`src/rtl/sseg_scan_mux_n.sv`:
```
// N-digit time-multiplexed seven-segment driver with frame-synchronous shadowing,
// per-digit decimal points and live leading-zero blanking. Define SSEG_DIM_EN for brightness PWM.
module sseg_scan_mux_n #(
  parameter int NUM_DIGITS  = 4,
  parameter int REFRESH_DIV = 4
) (
  input  logic                    clk,
  input  logic                    reset,
  input  logic [4*NUM_DIGITS-1:0] data,
  input  logic [NUM_DIGITS-1:0]   dp_in,
  input  logic                    blank_lz,
`ifdef SSEG_DIM_EN
  input  logic [3:0]              brightness,
`endif
  output logic [NUM_DIGITS-1:0]   an,
  output logic [6:0]              sseg,
  output logic                    dp,
  output logic                    frame_tick
);

  localparam int CW = (REFRESH_DIV > 1) ? $clog2(REFRESH_DIV) : 1;
  localparam int IW = $clog2(NUM_DIGITS);
  localparam logic [CW-1:0] PRE_MAX = CW'(REFRESH_DIV - 1);
  localparam logic [IW-1:0] IDX_MAX = IW'(NUM_DIGITS - 1);

  logic [CW-1:0]           r_pre_cnt;
  logic [IW-1:0]           r_idx;
  logic [4*NUM_DIGITS-1:0] r_shadow_data;
  logic [NUM_DIGITS-1:0]   r_shadow_dp;
  logic                    r_primed;

  logic                    w_slot_end;
  logic                    w_load;
  logic [3:0]              w_nib;
  logic [NUM_DIGITS-1:0]   w_lz;
  logic                    w_zero_run;
  logic [NUM_DIGITS-1:0]   w_an_sel;
  logic                    w_blank;
  logic                    w_on;

  function automatic logic [6:0] hex_seg(input logic [3:0] v);
    case (v)
      4'h0: hex_seg = 7'b1000000;
      4'h1: hex_seg = 7'b1111001;
      4'h2: hex_seg = 7'b0100100;
      4'h3: hex_seg = 7'b0110000;
      4'h4: hex_seg = 7'b0011001;
      4'h5: hex_seg = 7'b0010010;
      4'h6: hex_seg = 7'b0000010;
      4'h7: hex_seg = 7'b1111000;
      4'h8: hex_seg = 7'b0000000;
      4'h9: hex_seg = 7'b0010000;
      4'hA: hex_seg = 7'b0001000;
      4'hB: hex_seg = 7'b0000011;
      4'hC: hex_seg = 7'b1000110;
      4'hD: hex_seg = 7'b0100001;
      4'hE: hex_seg = 7'b0000110;
      default: hex_seg = 7'b0001110;
    endcase
  endfunction

  assign w_slot_end = (r_pre_cnt == PRE_MAX);
  // Reload on the very first edge after reset and at the last cycle of every frame.
  assign w_load     = !r_primed || (w_slot_end && (r_idx == IDX_MAX));
  assign w_nib      = r_shadow_data[{r_idx, 2'b00} +: 4];
  assign w_blank    = blank_lz && w_lz[r_idx];

  // w_lz[i] is set when digits NUM_DIGITS-1..i are all zero; digit 0 never blanks.
  always_comb begin
    w_lz       = '0;
    w_zero_run = 1'b1;
    for (int i = NUM_DIGITS - 1; i >= 1; i--) begin
      w_zero_run = w_zero_run && (r_shadow_data[4*i +: 4] == 4'h0);
      w_lz[i]    = w_zero_run;
    end
  end

  always_comb begin
    w_an_sel = '1;
    for (int i = 0; i < NUM_DIGITS; i++) begin
      if (r_idx == IW'(i)) w_an_sel[i] = 1'b0;
    end
  end

`ifdef SSEG_DIM_EN
  localparam int PW = $clog2(REFRESH_DIV + 1) + 6;
  logic [PW-1:0] w_duty_pos;
  logic [PW-1:0] w_duty_lim;
  assign w_duty_pos = PW'(r_pre_cnt) << 4;
  assign w_duty_lim = (PW'(brightness) + PW'(1)) * PW'(REFRESH_DIV);
  assign w_on       = (w_duty_pos < w_duty_lim);
`else
  assign w_on = 1'b1;
`endif

  always_ff @(posedge clk) begin
    if (reset) begin
      r_pre_cnt     <= '0;
      r_idx         <= '0;
      r_shadow_data <= '0;
      r_shadow_dp   <= '0;
      r_primed      <= 1'b0;
      an            <= '1;
      sseg          <= 7'b1111111;
      dp            <= 1'b1;
      frame_tick    <= 1'b0;
    end else begin
      r_pre_cnt <= w_slot_end ? '0 : r_pre_cnt + 1'b1;
      if (w_slot_end) r_idx <= (r_idx == IDX_MAX) ? '0 : r_idx + 1'b1;
      if (w_load) begin
        r_shadow_data <= data;
        r_shadow_dp   <= dp_in;
      end
      r_primed   <= 1'b1;
      frame_tick <= w_load;
      an         <= w_on ? w_an_sel : '1;
      sseg       <= w_blank ? 7'b1111111 : hex_seg(w_nib);
      dp         <= ~r_shadow_dp[r_idx];
    end
  end

endmodule

```
`config.mk`:
```
export PLATFORM = sky130hd
export DESIGN_NAME = sseg_scan_mux_n
export DESIGN_NICKNAME = d
export VERILOG_FILES = /design/src/rtl/sseg_scan_mux_n.sv
export SDC_FILE = /design/constraint.sdc
export NUM_CORES = 1
export LEC_CHECK = 0
export BUFFER_PORTS_ARGS = -buffer_cell sky130_fd_sc_hd__buf_2
export CORE_MARGIN = 5
export CORE_UTILIZATION = 56
export CTS_CLUSTER_SIZE = 14
export DETAILED_ROUTE_END_ITERATION = 10
export GPL_TIMING_DRIVEN = 1
export PLACE_DENSITY = 0.82
export SYNTH_ARGS = -nofsm -noshare
export SYNTH_HDL_FRONTEND = slang
export SYNTH_SLANG_ARGS = --single-unit
```
`constraint.sdc`:
```
create_clock -name clk -period 4.35 [get_ports clk]
set_input_delay 0.6525 -clock clk [delete_from_list [all_inputs] [get_ports clk]]
set_output_delay 0.6525 -clock clk [all_outputs]
set_load 0.01 [all_outputs]
```
=== Word-level counts from Yosys, hierarchy flattened ===
Memories as Yosys holds them, arrays and structs flattened. A register that Yosys moved wholly into a read port is not among the register bits.
Index checks and enable logic that the tools add are counted.

* Register bits: 31
* Memory bits (read-only): 112
* Input bits: 23
* Output and inout bits: 13
* Word-level logic and storage cells: 40
* Memories kept: 1

{| class="wikitable"
|+ Memory list
! name !! depth !! width !! rd ports !! clocked after memory_dff !! write ports !! RTL line !! text
|-
| (no name shown) || 16 || 7 || 1 || 1 || 0 || 42 || <nowiki>case (v)</nowiki>
|}

* Add/sub/neg operators: 2
* Order comparisons: 1
* Equality and inequality tests: 4
* Shift operators: 1
* Multiplexer cells: 10
* Bitwise gates (word level): 1
* Reductions and logical operators: 12

{| class="wikitable"
|+ Operators with widths
! operator !! number
|-
| 16-bit by 5-bit indexed part select with 4-bit output || 1
|-
| 4-bit zero test || 3
|-
| 1-bit two-way mux || 7
|-
| 2-bit equality test, second input constant || 3
|-
| 2-bit by 1-bit adder with 2-bit output, second input constant || 2
|-
| 1-bit binary-select mux with 2-bit select || 2
|-
| 1-bit logical AND || 4
|-
| 2-bit OR reduction || 2
|-
| 2-bit by 3-bit < comparator with 1-bit output, second input constant || 1
|-
| 2-bit by 1-bit equality test with 1-bit output, second input constant || 1
|-
| 2-bit zero test || 1
|-
| 2-bit two-way mux || 1
|-
| 1-bit zero test || 1
|-
| 1-bit logical OR || 1
|-
| 1-bit NOT || 1
|}

=== Longest topological paths before layout ===
* Depth in word-level cells: 7
* Gate-level depth with buffers: 8
* Depth with buffers taken out: 7

=== Worst setup path after synthesis ===
OpenSTA, ideal clock, no wires.

* Path kind: register -> register
* From: register r_idx[0]
* To: register sseg[3]
* Library setup time: 131 ps
* Arrival time: 1983 ps
* Data required time: 4219 ps
* Slack: 2236 ps
* Cell stages (with the launch flop): 8
* Path buffers: 1
* Clock period less this slack: 2114 ps
* Cells stage by stage: dfxtp_1 -> buf_2 -> mux4_2 -> inv_1 -> ha_1 -> inv_1 -> mux4_2 -> nand2b_1

* Word-level cells in the longest chain between the ends: 4
* Elaborated cells between the ends (all ways): 5
* Those cells by class: 1 x shift; 2 x mux; 2 x reduce/logical

{| class="wikitable"
|+ RTL lines
! element !! RTL line !! text
|-
| start: declaration || 27 || <nowiki>logic [IW-1:0] r_idx;</nowiki>
|-
| start signal: assignment || 109 || <nowiki>if (w_slot_end) r_idx <= (r_idx == IDX_MAX) ? '0 : r_idx + 1'b1;</nowiki>
|-
| 1-bit binary-select mux with 2-bit select || 66 || <nowiki>assign w_blank = blank_lz && w_lz[r_idx];</nowiki>
|-
| 1-bit two-way mux (implied by the code) || 66 ||
|-
| 1-bit logical AND || 66 ||
|-
| 2-bit OR reduction (no line) || - ||
|-
| end: declaration || 16 || <nowiki>output logic [6:0] sseg,</nowiki>
|}

Parallel ways exist; a longest one is shown, timed or not. The select of a mux whose other input is x is not followed.
A chain may end at the register's enable or synchronous reset.

=== Worst setup path after layout ===
Ends and elaborated chain as after synthesis.

==> results.sh <==
export IMPL_path_cells="mux4_2 -> inv_1 -> ha_1 -> inv_1 -> mux4_2 -> nand2b_1"
export IMPL_post_route_period_util_pct=53.7
export IMPL_cap_violations=0
export IMPL_diodes=0
export IMPL_ys_warnings_count=0
export IMPL_ant_nets=0
export IMPL_slew_viol_final=0
export IMPL_syn_num_nets=214
export IMPL_drtIter0Drc=51
export IMPL_n_fill_cell=233
export IMPL_avgRoutedWirePerCell_um=12.9
export IMPL_track_usage_pct=15.9
export IMPL_min_path_type="reg2reg"
export IMPL_final_util_pct=67.5
export IMPL_cts_root_buf="clkbuf_4"
export IMPL_clock_fmax_ghz=0.428
export IMPL_cts_buffers=5
export IMPL_cts_clk_slew_worst_paths_ns=0.11
export IMPL_die_area_um2=4070
export IMPL_timing_hold_ws_ns=0.431
export IMPL_drt_first_pass_iters=4
export IMPL_ir_drop_v=0.000300
export IMPL_relSlewSlack_pct=53.2
export IMPL_grt_max_degree=28
export IMPL_min_to="r_pre_cnt[0]$_SDFF_PP0_"
export IMPL_timing_final_hold_violations=0
export IMPL_yosysTopAreaCellShare_pct=47.0
export IMPL_ys_ff_latch=38
export IMPL_synthCells=180
export IMPL_avgSynthCellArea_um2=8.99
export IMPL_grt_pass1_vias=1251
export IMPL_gr_total_overflow=0
export IMPL_drt_wl_total_mm=3.12
export IMPL_fp_dieW_um=63.8
export IMPL_path_max_fanout=12
export IMPL_grt_pass1_wl_mm=5.31
export IMPL_placed_cells=235
export IMPL_fin_cells=243
export IMPL_hold_depth=1
export IMPL_rr_worst_depth=6
export IMPL_cts_hold_buf=0
export IMPL_clock_path_buffers=2
export IMPL_antenna_found_initial=0
export IMPL_gp_congestion=0.776
export IMPL_vias_per_cell=5.39
export IMPL_final_area_um2=1860
export IMPL_max_stage_delay_ns=0.63
export IMPL_syn2layout_area_growth_pct=14.9
export IMPL_cts_resized=0
export IMPL_r2r_setup_slack_ns=2.01
export IMPL_drive_gt1_share_pct=23.6
export IMPL_layout_min_cycle_time_ns=2.34
export IMPL_synth_area_leaders="dfxtp_1 (47%), nand2_1 (12%), ha_1 (8.5%), mux4_2 (8.3%), a21oi_1 (7.4%)"
export IMPL_clock_sinks=38
export IMPL_finalPower_mw=0.698
export IMPL_status="finished, final reports clean"
export IMPL_r2r_start="r_idx[0]$_SDFFE_PP0P_"
export IMPL_insertion_delay_ns=0.34
export IMPL_start_util_pct=58.7
export IMPL_reg2reg_to="sseg[3]$_SDFF_PP1_"
export IMPL_p_per_area_nw_per_um2=375
export IMPL_via_count=1310
export IMPL_dp_slack_ns=2.03
export IMPL_htreeDepth=2
export IMPL_synth_area_um2=1620
export IMPL_setup_slack_ns=2.01
export IMPL_tns_ns=0
export IMPL_start_kind="flip-flop"
export IMPL_post_route_drc_count=0
export IMPL_synth_largest_area_cell="dfxtp_1"
export IMPL_yosysSeqAreaShare_pct=47.0
export IMPL_ys_types=25
export IMPL_numPortBuffers=35
export IMPL_fp_coreArea_um2=2760
export IMPL_cts_tree="yes"
export IMPL_crit_slowest_cell="dfxtp_1"
export IMPL_rsz0062_at_grt="no"
export IMPL_end_kind="flip-flop"
export IMPL_tightest_slew_ns=0.702
export IMPL_p_leak_nw=0.787
export IMPL_clock_skew_final_ns=0.00832
export IMPL_crit_type="reg2reg"
export IMPL_cp_data_arrival_time_ns=2.55
export IMPL_setup_violations=0
export IMPL_die_y_um=63.8
export IMPL_required_ns=4.56
export IMPL_dp_final_hpwl_mm=2.35
export IMPL_min_delay_start="r_pre_cnt[0]$_SDFF_PP0_"
export IMPL_placed_cell_area_um2=1780
export IMPL_fin_nets=245
export IMPL_row_count=19
export IMPL_ios=36
export IMPL_post_cts_buffers=0
## routing by layer
metal,track usage (%),routed length [um]
met3,5.25,215
met5,0,0
met2,26.8,1480
met1,18.9,1370
met4,5.97,52
## layout by cell type, fill, tap and decap left out, drive strengths merged
master / n
nand2: 51
dfxtp: 38
buf: 35
a21oi: 24
ha: 11
nor2: 8
clkbuf: 8
inv: 7
mux4: 6
o21ai: 3
mux2i: 3
nand3: 2
nor4: 2
nor3: 2
o211ai: 2
nand2b: 2
o221ai: 2
nand4b: 1
a31oi: 1
and2: 1
or2: 1
a32oi: 1
nor3b: 1
## kinds of logic (layout without fill, tap and decap cells)
kind of cell / count (synthesis) / count (layout) / share of synthesized area, %
AND/OR/NAND/NOR: 71 / 71 / 18.2
flip-flops: 38 / 38 / 47.0
AO/OA/AOI/OAI: 33 / 33 / 11.3
buffers and inverters: 18 / 50 / 4.79
adder cells (fa/ha/maj): 11 / 11 / 8.50
multiplexers: 9 / 9 / 10.2
## final cells by class
cell class / count / area, um^2 / share of cell area [%]
Inverter: 7 / 26.3 / 1.41
Timing Repair Buffer: 35 / 175 / 9.41
Multi-Input combinational cell: 124 / 781 / 42.0
Sequential cell: 38 / 761 / 40.9
Clock buffer: 8 / 78.8 / 4.24
Tap cell: 31 / 38.8 / 2.08
## report_power, final
group | internal (mW) | switching [mW]
sequential | 0.371 | 0.0128
combinational | 0.0435 | 0.0516
clock | 0.110 | 0.108
total | 0.525 | 0.173
## synth_stat cells
master,count
nand2_1,51
dfxtp_1,38
a21oi_1,24
ha_1,11
nor2_1,8
clkbuf_1,7
inv_1,7
mux4_2,6
mux2i_1,3
o21ai_0,3
buf_2,2
nand2b_1,2
nand3_1,2
nor3_1,2
nor4_1,2
o211ai_1,2
o221ai_1,2
a31oi_1,1
a32oi_1,1
and2_1,1
buf_1,1
buf_6,1
nand4b_1,1
nor3b_1,1
or2_2,1
## worst max-delay path: cells and delay by family, from the launching register on
kind          cells  cell delay [ns]
flops             1             0.63
simple gates      1             0.14
fa+ha+maj         1             0.15
buf+inv           2             0.22
mux               2             1.06
## state kept, by name, summed over array words and instances (netlist names)
register,cells
dp,1
r_shadow_dp,4
r_shadow_data,16
an,4
frame_tick,1
r_primed,1
r_idx,2
sseg,7
r_pre_cnt,2
## worst max path at each step
stage	startpoint	endpoint	slack (ns)
final	r_idx[0]$_SDFFE_PP0P_	sseg[3]$_SDFF_PP1_	2.01
after global routing	r_idx[0]$_SDFFE_PP0P_	sseg[3]$_SDFF_PP1_	1.85
after CTS	r_idx[0]$_SDFFE_PP0P_	sseg[3]$_SDFF_PP1_	2.01
after detailed placement	r_idx[0]$_SDFFE_PP0P_	sseg[3]$_SDFF_PP1_	2.03
after global placement	r_idx[0]$_SDFFE_PP0P_	sseg[3]$_SDFF_PP1_	2.13
after floorplan	r_idx[0]$_SDFFE_PP0P_	sseg[3]$_SDFF_PP1_	2.24
Power figures use the tool's default switching activity.
